## src/rtl/muldiv_pkg.sv

```systemverilog
// Shared definitions for the multiply/divide unit: op codes, FSM states and op classification.
package muldiv_pkg;

    localparam logic [3:0] OP_MULT  = 4'd0;
    localparam logic [3:0] OP_MULTU = 4'd1;
    localparam logic [3:0] OP_MADD  = 4'd2;
    localparam logic [3:0] OP_MADDU = 4'd3;
    localparam logic [3:0] OP_MSUB  = 4'd4;
    localparam logic [3:0] OP_MSUBU = 4'd5;
    localparam logic [3:0] OP_DIV   = 4'd6;
    localparam logic [3:0] OP_DIVU  = 4'd7;
    localparam logic [3:0] OP_MTHI  = 4'd8;
    localparam logic [3:0] OP_MTLO  = 4'd9;

    localparam logic [3:0] OP_ILLEGAL_MIN = 4'd10;

    // LO is filled with this bit on divide-by-zero
    localparam logic DIV0_LO_BIT = 1'b1;

    typedef enum logic [1:0] {
        ST_IDLE,
        ST_CALC,
        ST_FIXUP,
        ST_FINISH
    } state_t;

    function automatic logic op_is_mul(input logic [3:0] op);
        return op <= OP_MSUBU;
    endfunction

    function automatic logic op_is_div(input logic [3:0] op);
        return (op == OP_DIV) || (op == OP_DIVU);
    endfunction

    // Even codes up to DIV are the signed variants
    function automatic logic op_is_signed(input logic [3:0] op);
        return (op <= OP_DIV) && !op[0];
    endfunction

endpackage

```

## src/rtl/muldiv_divider.sv

```systemverilog
// Restoring unsigned divider core: one quotient bit per step, WIDTH steps per divide.
module muldiv_divider #(
    parameter int WIDTH = 32
) (
    input  logic             i_clk,
    input  logic             i_rst_n,
    input  logic             i_load,
    input  logic             i_step,
    input  logic [WIDTH-1:0] i_dividend,
    input  logic [WIDTH-1:0] i_divisor,
    output logic [WIDTH-1:0] o_quot,
    output logic [WIDTH-1:0] o_rem
);
    logic [WIDTH-1:0] r_rem, r_quot, r_div;
    logic [WIDTH:0]   w_shift, w_trial;

    // Dividend bits shift out of r_quot while quotient bits shift in
    assign w_shift = {r_rem, r_quot[WIDTH-1]};
    assign w_trial = w_shift - {1'b0, r_div};

    always_ff @(posedge i_clk or negedge i_rst_n) begin
        if (!i_rst_n) begin
            r_rem  <= '0;
            r_quot <= '0;
            r_div  <= '0;
        end else if (i_load) begin
            r_rem  <= '0;
            r_quot <= i_dividend;
            r_div  <= i_divisor;
        end else if (i_step) begin
            r_rem  <= w_trial[WIDTH] ? w_shift[WIDTH-1:0] : w_trial[WIDTH-1:0];
            r_quot <= {r_quot[WIDTH-2:0], ~w_trial[WIDTH]};
        end
    end

    assign o_quot = r_quot;
    assign o_rem  = r_rem;

endmodule

```

## src/rtl/muldiv_unit.sv

```systemverilog
// Multi-cycle multiply/divide unit with architectural HI/LO registers.
// Define MULDIV_FAST_MUL_EN to replace the shift-add multiplier with a single-cycle one.
module muldiv_unit
    import muldiv_pkg::*;
#(
    parameter int WIDTH = 32
) (
    input  logic             i_clk,
    input  logic             i_rst_n,
    input  logic             i_start_valid,
    output logic             o_start_ready,
    input  logic [3:0]       i_op,
    input  logic [WIDTH-1:0] i_a,
    input  logic [WIDTH-1:0] i_b,
    input  logic             i_flush,
    output logic             o_done,
    output logic             o_err,
    output logic [WIDTH-1:0] o_hi,
    output logic [WIDTH-1:0] o_lo
);
    localparam int            CW       = $clog2(WIDTH);
    localparam logic [CW-1:0] CNT_LAST = CW'(WIDTH - 1);

    state_t             r_state, w_state_nxt;
    logic [3:0]         r_op;
    logic [WIDTH-1:0]   r_a, r_hi, r_lo, r_mplier;
    logic [2*WIDTH-1:0] r_mcand, r_prod;
    logic               r_b_zero, r_neg_res, r_neg_rem, r_err;
    logic [CW-1:0]      r_cnt;

    logic               w_accept, w_commit, w_sgn, w_long, w_div_step;
    logic [WIDTH-1:0]   w_mag_a, w_mag_b, w_quot, w_rem;
    logic [2*WIDTH-1:0] w_prod, w_fix;

    assign w_sgn      = op_is_signed(i_op);
    assign w_long     = op_is_mul(i_op) || op_is_div(i_op);
    assign w_mag_a    = (w_sgn && i_a[WIDTH-1]) ? -i_a : i_a;
    assign w_mag_b    = (w_sgn && i_b[WIDTH-1]) ? -i_b : i_b;
    assign w_div_step = (r_state == ST_CALC);

    muldiv_divider #(.WIDTH(WIDTH)) u_div (
        .i_clk      (i_clk),
        .i_rst_n    (i_rst_n),
        .i_load     (w_accept),
        .i_step     (w_div_step),
        .i_dividend (w_mag_a),
        .i_divisor  (w_mag_b),
        .o_quot     (w_quot),
        .o_rem      (w_rem)
    );

    always_ff @(posedge i_clk or negedge i_rst_n) begin
        if (!i_rst_n) r_state <= ST_IDLE;
        else          r_state <= w_state_nxt;
    end

    always_comb begin
        w_state_nxt   = r_state;
        o_start_ready = 1'b0;
        o_done        = 1'b0;
        w_accept      = 1'b0;
        w_commit      = 1'b0;
        case (r_state)
            ST_IDLE: begin
                o_start_ready = 1'b1;
                if (i_start_valid) begin
                    w_accept    = 1'b1;
                    w_state_nxt = w_long ? ST_CALC : ST_FINISH;
                end
            end
            ST_CALC: begin
                if (i_flush)              w_state_nxt = ST_IDLE;
                else if (r_cnt == '0)     w_state_nxt = ST_FIXUP;
            end
            ST_FIXUP: begin
                if (i_flush) begin
                    w_state_nxt = ST_IDLE;
                end else begin
                    w_commit    = 1'b1;
                    w_state_nxt = ST_FINISH;
                end
            end
            ST_FINISH: begin
                o_done      = 1'b1;
                w_state_nxt = ST_IDLE;
            end
            default: w_state_nxt = ST_IDLE;
        endcase
    end

    // Sign correction and accumulate; r_neg_res is the product or quotient sign
    always_comb begin
        w_prod = r_neg_res ? -r_prod : r_prod;
        w_fix  = w_prod;
        case (r_op)
            OP_MADD, OP_MADDU: w_fix = {r_hi, r_lo} + w_prod;
            OP_MSUB, OP_MSUBU: w_fix = {r_hi, r_lo} - w_prod;
            OP_DIV, OP_DIVU: begin
                if (r_b_zero) w_fix = {r_a, {WIDTH{DIV0_LO_BIT}}};
                else          w_fix = {(r_neg_rem ? -w_rem : w_rem),
                                       (r_neg_res ? -w_quot : w_quot)};
            end
            default: ;
        endcase
    end

    always_ff @(posedge i_clk or negedge i_rst_n) begin
        if (!i_rst_n) begin
            r_op      <= '0;
            r_a       <= '0;
            r_b_zero  <= 1'b0;
            r_neg_res <= 1'b0;
            r_neg_rem <= 1'b0;
            r_mcand   <= '0;
            r_mplier  <= '0;
            r_prod    <= '0;
            r_cnt     <= '0;
            r_hi      <= '0;
            r_lo      <= '0;
            r_err     <= 1'b0;
        end else if (w_accept) begin
            r_op      <= i_op;
            r_a       <= i_a;
            r_b_zero  <= (i_b == '0);
            r_neg_res <= w_sgn && (i_a[WIDTH-1] ^ i_b[WIDTH-1]);
            r_neg_rem <= w_sgn && i_a[WIDTH-1];
            r_mcand   <= {{WIDTH{1'b0}}, w_mag_a};
            r_mplier  <= w_mag_b;
            r_prod    <= '0;
`ifdef MULDIV_FAST_MUL_EN
            r_cnt     <= op_is_mul(i_op) ? '0 : CNT_LAST;
`else
            r_cnt     <= CNT_LAST;
`endif
            r_err     <= 1'b0;
            case (i_op)
                OP_MTHI: r_hi  <= i_a;
                OP_MTLO: r_lo  <= i_a;
                default: r_err <= (i_op >= OP_ILLEGAL_MIN);
            endcase
        end else if (r_state == ST_CALC) begin
            r_cnt <= r_cnt - CW'(1);
`ifdef MULDIV_FAST_MUL_EN
            if (op_is_mul(r_op)) r_prod <= r_mcand * {{WIDTH{1'b0}}, r_mplier};
`else
            if (r_mplier[0]) r_prod <= r_prod + r_mcand;
            r_mcand  <= r_mcand << 1;
            r_mplier <= r_mplier >> 1;
`endif
        end else if (w_commit) begin
            r_hi  <= w_fix[2*WIDTH-1:WIDTH];
            r_lo  <= w_fix[WIDTH-1:0];
            r_err <= op_is_div(r_op) && r_b_zero;
        end
    end

    assign o_err = r_err;
    assign o_hi  = r_hi;
    assign o_lo  = r_lo;

endmodule

```

## config.mk

```make
export PLATFORM = sky130hd
export DESIGN_NAME = muldiv_unit
export DESIGN_NICKNAME = d
export VERILOG_FILES = /design/src/rtl/muldiv_pkg.sv /design/src/rtl/muldiv_divider.sv /design/src/rtl/muldiv_unit.sv
export SDC_FILE = /design/constraint.sdc
export NUM_CORES = 2
export LEC_CHECK = 0
export ABC_AREA = 1
export CAP_MARGIN = 20
export CORE_MARGIN = 8
export CORE_UTILIZATION = 41
export CTS_BUF_LIST = sky130_fd_sc_hd__clkbuf_16
export CTS_CLUSTER_SIZE = 25
export DETAILED_ROUTE_END_ITERATION = 10
export GPL_ROUTABILITY_DRIVEN = 0
export MAX_ROUTING_LAYER = met4
export PLACE_DENSITY_LB_ADDON = 0.3
export SYNTH_ARGS = -nofsm -noshare
export SYNTH_HDL_FRONTEND = slang
export SYNTH_HIERARCHICAL = 1
export SYNTH_SLANG_ARGS = --single-unit
```

## constraint.sdc

```tcl
create_clock -name i_clk -period 9.81 [get_ports i_clk]
set_input_delay 1.4715 -clock i_clk [delete_from_list [all_inputs] [get_ports i_clk]]
set_output_delay 1.4715 -clock i_clk [all_outputs]
set_load 0.02 [all_outputs]
```

==> impl_metrics.yaml <==
run_status:
  status: "complete, no violations"
finish:
  finalNetCount: 5717
  mostFrequentLayoutCells: "nand2_1 (1371), inv_1 (768), nor2_1 (575), o21ai_0 (386), dfrtp_1 (365)"
  instances_no_fill: 6593
  final_util_pct: 45.94
  final_common_cell: "nand2_1"
  layout-drive-gt1-share_pct: 6.208
  area_growth_syn_to_layout_pct: 11.16
clock_network:
  clkSinkCount: 366
  postCtsSetupRepairBufs: 0
  cts_tree: "done"
  cts.clk_slew.worst_paths_ns: 0.06
  cts_hold_buf: 0
  htreeDepth: 2
  cts_resized: 0
  cts_buffer_depth: 3
  ctsRootBufferMaster: "clkbuf_16"
  clk_latency_ns: 0.61
  cts_inserted_buffers: 44
synth:
  synthXorXnorAreaFrac_pct: 4.420
  ys_seq_area_share_pct: 26.57
  synth_edf_count: 0
  async_flop_share_pct: 100.0
  synthSimpleGateAreaFrac_pct: 32.84
  synth_fa_ha_area_share_pct: 6.199
  syn_inst: 5413
  synth_area_sq_mm: 0.03448
  synth_compound_area_share_pct: 19.33
  synth_mux_area_share_pct: 0.03266
  mappedNetlistNets: 5654
  synth-seq-cells: 366
  yosys_warnings: 6
  syn_area_per_cell_sq_um: 6.369
  ys.flop_type: "dfrtp_1"
  synth_top_family_by_area: "simple AND/OR/NAND/NOR gates"
  ys_types: 63
worst_setup_path:
  worstPathRequired_ns: 10.33
  cp_slowest_cell: "buf_4"
  r2r_cells: 26
  crit_type: "flip-flop to flip-flop"
  path_buf_inv: 3
  crit_start: "r_neg_res$_DFFE_PN0P_"
  worstPathArrival_ns: 6.25
  max_stage_delay_ns: 0.79
  critPathLaunchType: "flip-flop"
  cp-end-kind: "flip-flop"
  crit_fanout: 91
  critical-path-top-delay-family: "compound AO/OA/AOI/OAI gates"
  cp.depth: 26
  r2r-start: "r_neg_res$_DFFE_PN0P_"
place:
  place_hpwl_mm: 110.8
  place_ws_ns: 4.391
  placedCellCount: 6508
  numPortBuffers: 138
route:
  vias_per_cell: 5.740
  via_count: 37850
  routed_wl_mm: 140.2
  wire_per_inst_microns: 21.26
  post-route-drc-count: 0
  ant_nets: 0
  drt_first_pass_iters: 6
  first_iter_violations: 4563
sta:
  setup_viol_count_final: 0
  finalCriticalPeriod_ns: 5.732
  timing.final.max_slew_violations: 0
  setup_tns_ns: 0
  timing.fmax_mhz: 174.5
  rsz0062_at_grt: "no"
  fin_skew_ns: 0.01955
  slew_headroom_pct: 6.033
  setup_ws_ns: 4.078
  period_share_pct: 58.43
  tightest_slew_ns: 1.395
  hold_viol: 0
hold_path:
  hp-class: "flip-flop to flip-flop"
  whs_path_depth: 2
  min_from: "r_a[2]$_DFFE_PN0P_"
die:
  core_sq_mm: 0.08342
  die_h_microns: 306.0
  die_area_sq_mm: 0.09362
  std_cell_rows: 106
  die_w_microns: 306.0
  ios: 139
  start_util_pct: 41.33
grt:
  grt.total_usage_pct: 29.69
  grt_pass1_wl_mm: 210.6
  antenna_found_initial: 6
  grt_max_degree: 149
  grt_pass1_vias: 35390
  grt-ovfl-total: 0
flow_run:
  cap_violations: 0
cell type report:
type,count,area [sq um]
diodes,4,10.01
clock buffers,44,1101
clock inverters,35,309.0
fillers,8734,45100
inverters,796,2993
multi-input cells,4096,21700
flip-flops and latches,366,9163
well taps,1080,1351
repair buffers,172,1694
registers in the layout (all words and copies together) (netlist names):
register / cells
r_mcand: 64
r_op: 3
r_neg_rem: 1
r_b_zero: 1
r_prod: 64
o_hi: 32
r_cnt: 5
r_mplier: 32
u_div/r_div: 32
u_div/o_rem: 32
r_neg_res: 1
o_err: 1
u_div/o_quot: 32
r_a: 32
o_lo: 32
r_state: 2
worst paths after layout:
| path | to | slack (ns) |
|---|---|---|
| max in group asynchronous | o_hi[26]$_DFFE_PN0P_ | 7.29 |
| worst min register to register | r_a[2]$_DFFE_PN0P_ | 0.48 |
| worst max register to register | o_hi[18]$_DFFE_PN0P_ | 4.08 |
| worst max-delay path | o_hi[18]$_DFFE_PN0P_ | 4.08 |
| worst min-delay path | r_a[2]$_DFFE_PN0P_ | 0.48 |
| min in group asynchronous | r_mplier[10]$_DFFE_PN0P_ | 0.90 |
cell families after synthesis:
family | after synthesis
buffers and inverters | 951
xor gates and xnor gates | 174
muxes | 1
AOI/OAI and AO/OA | 1150
adders and majority gates | 169
DFF | 366
and+or+nand+nor | 2602
layer usage:
| layer | global-route usage [%] | routed length, microns |
|---|---|---|
| met5 | - | 0 |
| met4 | 18.47 | 10580 |
| met3 | 5.190 | 13120 |
| met2 | 46.23 | 62230 |
| met1 | 35.68 | 54260 |
worst register-to-register path, stage by stage (launching register included):
cell and delay, ns:
dfrtp_4 0.56, buf_4 0.79, nand2_2 0.23, nand2_1 0.11, nand2_1 0.14, nor2_1 0.14, nand3_1 0.11, nor2_4 0.16
nand2_4 0.11, o21ai_0 0.32, o21ai_0 0.18, xor2_1 0.16, inv_1 0.06, ha_1 0.36, inv_1 0.07, o21ai_0 0.40
a21oi_1 0.13, o21ai_0 0.42, a21oi_1 0.12, nand3_1 0.18, nand2_1 0.09, o211ai_1 0.14, or2_2 0.16, nand3_1 0.09
nand3_1 0.20, nand2_1 0.07, a31oi_1 0.15
metrics by stage:
step           hold slack, ns  cell area [sq um]
6_report               0.4801              38320
5_1_grt                0.5017              38320
4_1_cts                0.4821              38260
3_5_place_dp           0.4669              36850
3_3_place_gp           0.4611              36850
2_1_floorplan          0.4437              34480
Yosys cell counts (all sizes together), types with 25 or more instances:
master  number  share of area [%]
xor2       130                3.3
nand2     1443                 16
o221ai      53                1.3
nand3      325                5.1
nand4       46               0.95
ha         166                6.0
or2         44               0.80
nor2       616                7.3
xnor2       44                1.1
a22oi       49                1.1
a31oi       84                1.5
inv        789                8.6
dfrtp      366                 27
o21bai      25               0.54
clkbuf     109                1.2
nor3        74                1.2
o22ai       50               0.91
o211ai      42               0.91
buf         46               0.75
nor4        28               0.51
a21oi      360                5.3
o21ai      417                6.1
Power is left out: the tool's default activity adds up to more than one toggle a clock period on the data nets, which glitch-free logic cannot reach.
